**config.mk**
```make
export PLATFORM = sky130hd
export DESIGN_NAME = fir_serial_param
export DESIGN_NICKNAME = d
export VERILOG_FILES = /design/src/rtl/fir_serial_pkg.sv /design/src/rtl/fir_mac_unit.sv /design/src/rtl/fir_serial_param.sv
export SDC_FILE = /design/constraint.sdc
export NUM_CORES = 1
export LEC_CHECK = 0
export ABC_AREA = 1
export CORE_MARGIN = 2
export CORE_UTILIZATION = 30
export CTS_BUF_LIST = sky130_fd_sc_hd__clkbuf_4 sky130_fd_sc_hd__clkbuf_8
export DETAILED_ROUTE_END_ITERATION = 8
export GPL_ROUTABILITY_DRIVEN = 1
export SLEW_MARGIN = 20
export SYNTH_ARGS = -nofsm -noshare
export SYNTH_HDL_FRONTEND = slang
export SYNTH_HIERARCHICAL = 1
export SYNTH_SLANG_ARGS = --single-unit
```
**constraint.sdc**
```tcl
create_clock -name clk -period 29.5 [get_ports clk]
set_input_delay 5.9 -clock clk [delete_from_list [all_inputs] [get_ports clk]]
set_output_delay 5.9 -clock clk [all_outputs]
set_load 0.005 [all_outputs]
```
**src/rtl/fir_serial_pkg.sv**
```systemverilog
// Shared constants and helpers for the serial FIR filter and its MAC unit.
package fir_serial_pkg;

  localparam logic [0:0] IDLE = 1'b0;
  localparam logic [0:0] MAC  = 1'b1;

  // Ceiling log2 for deriving counter and accumulator widths at elaboration.
  function automatic int clog2(input int value);
    int result;
    int rem;
    result = 0;
    rem    = value - 1;
    while (rem > 0) begin
      result = result + 1;
      rem    = rem >> 1;
    end
    return result;
  endfunction

endpackage

```
**src/rtl/fir_mac_unit.sv**
```systemverilog
// Combinational multiply-accumulate: sum = (first ? 0 : acc) + x*c, exact in ACC_W bits.
module fir_mac_unit #(
  parameter int DATA_W = 16,
  parameter int COEF_W = 16,
  parameter int ACC_W  = 35
) (
  input  logic signed [DATA_W-1:0] x,
  input  logic signed [COEF_W-1:0] c,
  input  logic signed [ACC_W-1:0]  acc,
  input  logic                     first,
  output logic signed [ACC_W-1:0]  sum
);

  logic signed [DATA_W+COEF_W-1:0] prod;
  logic signed [ACC_W-1:0]         prod_ext;

  assign prod     = x * c;
  assign prod_ext = ACC_W'(prod);
  assign sum      = (first ? '0 : acc) + prod_ext;

endmodule

```
**src/rtl/fir_serial_param.sv**
```systemverilog
// Fully-serial direct-form FIR: one shared MAC stepped over TAPS taps per accepted sample.
module fir_serial_param
  import fir_serial_pkg::*;
#(
  parameter int DATA_W = 16,
  parameter int COEF_W = 16,
  parameter int TAPS   = 8,
  localparam int CNT_W = clog2(TAPS),
  localparam int ACC_W = DATA_W + COEF_W + clog2(TAPS)
) (
  input  logic              clk,
  input  logic              reset,
  input  logic              clk_enable,
  input  logic [DATA_W-1:0] in_data,
  input  logic              in_valid,
  output logic              in_ready,
  input  logic              coef_we,
  input  logic [CNT_W-1:0]  coef_addr,
  input  logic [COEF_W-1:0] coef_data,
  output logic [ACC_W-1:0]  out_data,
  output logic              out_valid
);

  logic [0:0]               state;
  logic [CNT_W-1:0]         cnt;
  logic signed [ACC_W-1:0]  acc;
  logic signed [DATA_W-1:0] x_dl [TAPS];
  logic signed [COEF_W-1:0] coef [TAPS];
  logic signed [DATA_W-1:0] x_sel;
  logic signed [COEF_W-1:0] c_sel;
  logic signed [ACC_W-1:0]  mac_sum;

  assign in_ready = (state == IDLE);

  // Tap select mux; indices outside 0..TAPS-1 never match and read as zero.
  always_comb begin
    // NOTE: defaults before the loop keep every path assigned, so no latch is inferred.
    x_sel = '0;
    c_sel = '0;
    for (int i = 0; i < TAPS; i++) begin
      if (cnt == CNT_W'(i)) begin
        x_sel = x_dl[i];
        c_sel = coef[i];
      end
    end
  end

  fir_mac_unit #(
    .DATA_W (DATA_W),
    .COEF_W (COEF_W),
    .ACC_W  (ACC_W)
  ) u_mac (
    .x     (x_sel),
    .c     (c_sel),
    .acc   (acc),
    .first (cnt == '0),
    .sum   (mac_sum)
  );

  // NOTE: non-blocking assignments here so every register samples pre-edge values.
  always_ff @(posedge clk) begin
    if (!reset) begin
      state     <= IDLE;
      cnt       <= '0;
      acc       <= '0;
      out_data  <= '0;
      out_valid <= 1'b0;
      // NOTE: delay line and coefficient bank are architecturally cleared, so these
      // arrays are built from resettable flops rather than RAM.
      for (int i = 0; i < TAPS; i++) begin
        x_dl[i] <= '0;
        coef[i] <= '0;
      end
    end else if (clk_enable) begin
      out_valid <= 1'b0;
      if (state == IDLE) begin
        // Out-of-range addresses match no entry and are dropped.
        if (coef_we) begin
          for (int i = 0; i < TAPS; i++) begin
            if (coef_addr == CNT_W'(i)) coef[i] <= coef_data;
          end
        end
        if (in_valid) begin
          x_dl[0] <= in_data;
          for (int i = TAPS - 1; i > 0; i--) x_dl[i] <= x_dl[i-1];
          cnt   <= '0;
          state <= MAC;
        end
      end else begin
        acc <= mac_sum;
        if (cnt == CNT_W'(TAPS - 1)) begin
          out_data  <= mac_sum;
          out_valid <= 1'b1;
          cnt       <= '0;
          state     <= IDLE;
        end else begin
          cnt <= cnt + CNT_W'(1);
        end
      end
    end
  end

endmodule

```
---- Yosys cells after proc, flatten, opt, wreduce, memory -nomap -nowiden ----
Memories as Yosys holds them, arrays and structs flattened.
Index checks and enable logic that the tools add are counted.
storage, ports and cells
  register bits ........................... 75
  bits in latches ......................... 0
  bits in writable memories ............... 256
  ROM bits ................................ 0
  word-level logic and storage cells ...... 141
  memories ................................ 2
cells by class
  $add $sub $neg .......................... 2
  $mul .................................... 1
  divide/modulo/power cells ............... 0
  order comparisons ....................... 0
  eq/ne operators ......................... 14
  shifts and indexed selects .............. 0
  multiplexer cells ....................... 94
  bitwise logic cells ..................... 17
  reduce and logical (&&, ||, !) cells .... 6
memories
  memory  depth  width  rd ports  clocked after Yosys merged registers in  write ports  RTL line                RTL
  coef    8      16     8         0                                        8            fir_serial_param.sv:28  logic signed [COEF_W-1:0] coef [TAPS];
  x_dl    8      16     8         0                                        8            fir_serial_param.sv:27  logic signed [DATA_W-1:0] x_dl [TAPS];
operators by type and width
  cell                 count
  $mux 16              32
  $mux 1               58
  $add 35x35->35       1
  $mux 35              1
  $mul 16x16->32       1
  $eq 3x3->1 const B   8
  $or 1x1->1           16
  $eq 3x2->1 const B   4
  $mux 3               3
  $eq 3x1->1 const B   2
  $logic_not 3->1      2
  $reduce_and 2->1     2
  $add 3x1->3 const B  1
  $reduce_and 3->1     1
  $reduce_bool 2->1    1
  $not 1->1            1

---- Longest topological paths before layout ----
Gate-level depths: netlist of run 1.
  depth in word-level cells ............... 11
  gate-level depth with buffers ........... 55
  gate-level depth less buffers ........... 50

---- Hierarchy ----
The synthesis of run 1 kept the hierarchy.
by module, submodules not included
  module            times used  cells an instance  area an instance (µm²)  sequential area each (µm²)
  fir_serial_param  1           1799               15119.5                 9188.8
  fir_mac_unit      1           1730               12529.5                 0.0

---- Worst setup path before layout of run 1 ----
Ideal clock, no wire load.
  path type ............................... input to register
  from .................................... in in_valid
  to ...................................... mem x_dl[0][0], enable pin
  library setup time ...................... 792 ps
  data arrival time ....................... 14941 ps
  data required time ...................... 28708 ps
  slack ................................... 13768 ps
  stages .................................. 2
  buffers on the path ..................... 0
  path through ............................ nand2_1 -> o21ai_0
RTL lines
  item             RTL line                RTL
  start, declared  fir_serial_param.sv:15  input logic in_valid,
  end, declared    fir_serial_param.sv:27

---- Worst setup path in the final report of run 1 ----
  from .................................... reg cnt[2]
  to ...................................... reg acc[33]
on the way
  longest elaborated chain between the ends .. 11
RTL lines
  item                    RTL line                RTL
  start, declared         fir_serial_param.sv:25  logic [CNT_W-1:0] cnt;
  start signal, assigned  fir_serial_param.sv:97  cnt <= cnt + CNT_W'(1);
  $logic_not 3->1         fir_serial_param.sv:41  if (cnt == CNT_W'(i)) begin
  $mux 16 (7 in series)   fir_serial_param.sv:41
  $mux 16 (*)             fir_serial_param.sv:41
  net x_sel[7]            fir_serial_param.sv:29  logic signed [DATA_W-1:0] x_sel;
  $mul 16x16->32 (*)      fir_mac_unit.sv:17      assign prod = x * c;
  $add 35x35->35 (*)      fir_mac_unit.sv:19      assign sum = (first ? '0 : acc) + prod_ext;
  net mac_sum[33]         fir_serial_param.sv:31  logic signed [ACC_W-1:0] mac_sum;
  end signal, assigned    fir_serial_param.sv:90  acc <= mac_sum;
  end, declared           fir_serial_param.sv:26  logic signed [ACC_W-1:0] acc;
Mark *: on every way through the listed nets, which the timed path passes. The rest lies on a longest branch.
A chain may end at the register's enable or synchronous reset.

==> results of run 1 <==
worst max-delay path: cells and delay by family (launching register included):
family	cells	cell delay [ns]
AOI/OAI and AO/OA	5	0.93
adders and majority gates	9	4.50
DFF	1	0.43
buffers and inverters	10	1.56
xor gates and xnor gates	1	0.22
and+or+nand+nor	22	2.74
routing by layer:
layer	up-vias	part of all wire, %
met5	-	0
met4	0	2.2
met3	108	4.5
met2	441	49
met1	10400	44
li1	10500	-
per-stage QoR:
stage | utilization [%] | total power [W] | instances
after floorplan | - | 0.00200 | 3529
after global placement | 32.1 | 0.00253 | 4653
after detailed placement | 32.1 | 0.00252 | 4653
after CTS | 33.4 | 0.00298 | 4753
after global routing | 33.4 | 0.00326 | 4754
final | 33.4 | 0.00296 | 4754
power breakdown:
group | total, W | internal [W] | leakage, nW | switching, W
Combinational | 0.00197 | 0.000666 | 11.5 | 0.00131
Clock | 0.000446 | 0.000246 | 0.618 | 0.000201
Sequential | 0.000538 | 0.000528 | 3.28 | 0.00000983
registers in the layout, summed over array words and instances, names as in the netlist:
name	flops
out_data	35
cnt	3
x_dl	128
out_valid	1
coef	128
state	1
acc	35
cells in the mapped netlist, types with 2 or more instances:
master / number
nand2_1: 821
inv_1: 792
nor2_1: 527
fa_1: 263
edfxtp_1: 256
o21ai_0: 132
ha_1: 122
clkbuf_1: 116
a21oi_1: 108
nand3_1: 92
dfxtp_1: 75
buf_2: 37
xor2_1: 35
o21ai_1: 28
xnor2_1: 24
nand2_2: 13
a21o_1: 10
inv_2: 10
clkinv_1: 8
a31oi_1: 5
nand4_1: 5
o21bai_1: 5
nand3b_1: 4
nor2_2: 4
nor4_1: 4
or2_2: 4
a21oi_2: 3
nand3_2: 3
a21boi_2: 2
nor3_1: 2
o211ai_1: 2
o21a_1: 2
final cells by class:
cell class                 instances  share of cell area, %
timing repair buffer              94                   2.91
multi-input combinational       2232                   48.4
clock inverter                    25                  0.847
antenna                            1                0.00818
inverter                         810                   9.94
sequential                       331                   30.0
clock buffer                      75                   2.99
tap                             1186                   4.85
logic make-up after synthesis:
kind of cell | count (synthesis) | synth area share (%)
buffers and inverters | 966 | 13.3
flip-flops | 331 | 33.2
adder cells (fa/ha/maj) | 385 | 24.6
AND/OR/NAND/NOR | 1483 | 21.1
AO/OA/AOI/OAI | 305 | 5.98
XOR/XNOR | 59 | 1.87
worst max path at each step:
stage                                           to  slack [ns]
after global placement        acc[33]$_SDFFE_PN0P_       18.94
after floorplan           x_dl[0][0]$_SDFFCE_PN0P_       13.77
after CTS                     acc[33]$_SDFFE_PN0P_       18.96
after global routing          acc[34]$_SDFFE_PN0P_       18.14
final                         acc[33]$_SDFFE_PN0P_       18.92
after detailed placement      acc[33]$_SDFFE_PN0P_       18.96
==> flow_metrics.tcl, run 1 <==
set metrics [dict create \
    fmax_mhz 94.5 \
    ys_top_cells_by_area "edfxtp_1 (28%), fa_1 (19%), nand2_1 (11%), inv_1 (11%), nor2_1 (7.2%)" \
    fin_ws_ns 18.92 \
    drv_slew 0 \
    antenna_found_initial 1 \
    hp-class "flip-flop to flip-flop" \
    drive_above_1_share_pct 4.35 \
    ios 77 \
    yosys.area.top_type_share_pct 27.8 \
    power.density_nw_per_um2 96.7 \
    syn_nets 3954 \
    fin_crit_ns 10.58 \
    critPathMaxStageDelay_ns 0.70 \
    synth-main-ff-cell "edfxtp_1" \
    holdBufCountCts 0 \
    numCtsBuffers 54 \
    drt_iter0_markers 1294 \
    synthArstFlopShare_pct 0 \
    grt_setup_unrepaired "false" \
    netlist.top_cell.by_area "edfxtp_1" \
    seqCellArea_um2 9190 \
    worstHoldStart "out_data[2]$_SDFFE_PN0P_" \
    grt_pass1_wl_um 117000 \
    ir_worst_vdd_v 0.0000933 \
    area_delta_synth_final_pct 10.6 \
    start_util_pct 30.2 \
    cts_max_level 2 \
    cts.path.max_buffers 3 \
    regToRegStartpoint "cnt[2]$_SDFFE_PN0P_" \
    rows 111 \
    routedWlPerCell_um 14.8 \
    finalWirelength_um 70600 \
    final_common_cell "nand2_1" \
    tritoncts "done" \
    cp_max_fo 48 \
    busiest_layer "met2" \
    setup_viol 0 \
    critPathCaptureType "flip-flop" \
    die_h_um 308 \
    whs_path_depth 2 \
    pre_cts_slack_ns 18.96 \
    yosys_warnings 6 \
    grt_pass1_vias 22000 \
    holdWs_ns 0.469 \
    grt_use_met3_pct 1.86 \
    synth_edf_count 256 \
    reg2reg_depth 47 \
    finalSetupTns_ns 0 \
    ant_nets 0 \
    die_w_um 308 \
    gp_congestion 0.854 \
    p_leak_nw 15.4 \
    dpl_cell_area_um2 29400 \
    slew_headroom_pct 25.0 \
    fin_crit_sh_pct 35.9 \
    skew_ns 0.0613 \
    vias 21400 \
    nFillCells 9563 \
    post_cts_buffers 0 \
    crit_top_cell "nand2_1" \
    synth_cell_types 47 \
    hold_viol 0 \
    min_to "out_data[2]$_SDFFE_PN0P_" \
    seq_area_frac_synth_pct 33.2 \
    r2r_end "acc[33]$_SDFFE_PN0P_" \
    clock-root-buffer "clkbuf_8" \
    path_class "flip-flop to flip-flop" \
    clkSinkCount 331 \
    final_cell_mix "nand2_1 (821), inv_1 (792), nor2_1 (527), fa_1 (263), edfxtp_1 (256)" \
    r2r_slack_ns 18.92 \
    grt_usage_pct 15.4 \
    cap_violations 0 \
    synthCells 3529 \
    route.detailed.drc 0 \
    dr.pass1.iters 5 \
    fin_area_um2 30600 \
    clkLatencyLatePin_ns 0.69 \
    nNetsFinal 3948 \
    ys_ff_latch 331 \
    arrival_ns 11.12 \
    cp-start-kind "flip-flop" \
    syn_avg_cell_area_um2 7.83 \
    multi_input_area_um2 14800 \
    worst_setup_path_startpoint "cnt[2]$_SDFFE_PN0P_" \
    core-area_um2 91500 \
    cts.clk_slew.worst_paths_ns 0.06 \
    worst_slew_pin_slew_ns 1.12 \
    syn_area_um2 27600 \
    viasPerCell 4.51 \
    dieArea_um2 94600 \
    grt_max_degree 95 \
    grt-ovfl-total 0 \
    dp_hpwl_um 51400 \
    critPathSlowestCell "ha_1" \
    status "completed" \
    cts_resized 0 \
    grt_util_met1_pct 20.2 \
    critPathRequiredTime_ns 30.04 \
    port_buffers 76 \
    use_met2_pct 26.9 \
]
No activity file was read; power rests on OpenSTA's default activity.
==> run 2, diff against run 1 <==
==> constraint.sdc (replaced) <==
create_clock -name clk -period 9.2 [get_ports clk]
set_input_delay 1.84 -clock clk [delete_from_list [all_inputs] [get_ports clk]]
set_output_delay 1.84 -clock clk [all_outputs]
set_load 0.005 [all_outputs]
==> run 2 against run 1 <==
Compared with the run above:
- via count is 0.52% higher
- non-clock buffer count is 76 higher
- die area stayed put
- largest cell class unchanged
==> flow_metrics.tcl, run 2 (synthesized netlist as in run 1, its figures left out) <==
set metrics [dict create \
    status "completed" \
    clkLatencyLatePin_ns 0.68 \
    route.detailed.drc 0 \
    grt-ovfl-total 0 \
    drt_iter0_markers 1338 \
    gp_congestion 0.891 \
    hold_viol 0 \
    skew_ns 0.0342 \
    arrival_ns 9.28 \
    final_common_cell "nand2_1" \
    routedWlPerCell_um 14.7 \
    grt_pass1_vias 22300 \
    pre_cts_slack_ns -0.0546 \
    r2r_slack_ns 0.50 \
    vias 21600 \
    reg_top3 "coef x128, x_dl x128" \
    nNetsFinal 4025 \
    rows 111 \
    slew_headroom_pct 32.0 \
    port_buffers 76 \
    power.density_nw_per_um2 308 \
    dpl_cell_area_um2 30000 \
    dieArea_um2 94600 \
    critPathSlowestCell "fa_1" \
    antenna_found_initial 1 \
    die_h_um 308 \
    start_util_pct 30.2 \
    cap_violations 0 \
    cts.clk_slew.worst_paths_ns 0.06 \
    ir_worst_vdd_v 0.000308 \
    ios 77 \
    fin_crit_ns 8.70 \
    cts_max_level 2 \
    critPathCaptureType "flip-flop" \
    cp_max_fo 16 \
    fin_ws_ns 0.503 \
    core-area_um2 91500 \
    clkSinkCount 331 \
    grt_max_degree 88 \
    grt_pass1_wl_um 116000 \
    critPathRequiredTime_ns 9.79 \
    grt_usage_pct 15.3 \
    numCtsBuffers 54 \
    ant_nets 0 \
    area_delta_synth_final_pct 13.8 \
    path_class "flip-flop to flip-flop" \
    cts.path.max_buffers 3 \
    setup_viol 0 \
    worst_slew_pin_slew_ns 1.02 \
    drive_above_1_share_pct 7.69 \
    final_cell_mix "nand2_1 (799), inv_1 (788), nor2_1 (524), fa_1 (261), edfxtp_1 (256)" \
    fin_crit_sh_pct 94.5 \
    die_w_um 308 \
    reg2reg_depth 41 \
    p_leak_nw 15.8 \
    hp-class "flip-flop to flip-flop" \
    grt_setup_unrepaired "true" \
    crit_top_cell "nand2_1" \
    fin_area_um2 31500 \
    dp_hpwl_um 53200 \
    dr.pass1.iters 5 \
    clock-root-buffer "clkbuf_8" \
    nFillCells 9548 \
    tritoncts "done" \
    critPathMaxStageDelay_ns 0.58 \
    fmax_mhz 115 \
    finalWirelength_um 70900 \
    cp-start-kind "flip-flop" \
    drv_slew 0 \
    whs_path_depth 2 \
    viasPerCell 4.46 \
    holdBufCountCts 0 \
    power_w 0.00971 \
]
-- run 2: cell types whose count changed in the layout (fill, tap and decap cells not counted), sizes merged --
cell / delta
bufinv: -3
clkbuf: -1
nor2: +1
clkinv: +2
buf: +75
inv: -1
clkinvlp: +2
-- run 2: path summary, 6_finish.rpt --
kind	from	endpoint
setup / recovery	cnt[0]$_SDFFE_PN0P_	acc[21]$_SDFFE_PN0P_
hold / removal	out_data[0]$_SDFFE_PN0P_	out_data[0]$_SDFFE_PN0P_
setup reg to reg	cnt[0]$_SDFFE_PN0P_	acc[21]$_SDFFE_PN0P_
hold reg to reg	out_data[0]$_SDFFE_PN0P_	out_data[0]$_SDFFE_PN0P_
-- run 2: power breakdown --
part	total [W]	switching, W	internal [W]	leakage, nW
Clock	0.00135	0.000647	0.000706	0.595
Sequential	0.00173	0.0000315	0.00169	3.28
Combinational	0.00663	0.00438	0.00225	12.0
Total	0.00971	0.00505	0.00465	15.8
-- run 2: final cells by class --
type	count	area (um2)	share of cell area [%]
sequential	331	9190	29.2
antenna	1	2.50	0.00795
clock inverter	25	203	0.644
inverter	810	3050	9.70
clock buffer	73	905	2.87
timing repair buffer	170	1640	5.21
tap	1186	1480	4.71
multi-input combinational	2233	15000	47.6
-- run 2: what timing repair did --
action,4_1_cts,5_1_grt
setup buffers,0,15
pin swaps,1,7
hold endpoints to repair,0,0
cloned,1,1
resized for setup,3,68
endpoints found under the setup margin,2,35
-- run 2: per-layer routing --
metal	wire length, um	GRT usage, %
met1	31800	20.1
met2	34300	26.6
met3	3210	1.80
met4	1530	4.11
met5	0	0
-- run 2: stage by stage --
step           hold slack (ns)  TNS [ns]  std cells  utilization, %
5_1_grt                  0.492    -0.168       4829            34.4
4_1_cts                  0.482         0       4812            34.0
3_3_place_gp             0.463   -0.0628       4713            32.7
6_report                 0.476         0       4829            34.4
3_5_place_dp             0.466   -0.0667       4713            32.7
2_1_floorplan            0.455         0       3529               -
-- run 2: critical path, delay by kind of cell, from the launching register on --
family	cells	cell delay, ns
flip-flops	1	0.34
buffers and inverters	9	1.04
AO/OA/AOI/OAI	5	0.92
adder cells (fa/ha/maj)	9	3.94
XOR/XNOR	2	0.67
AND/OR/NAND/NOR	16	1.70
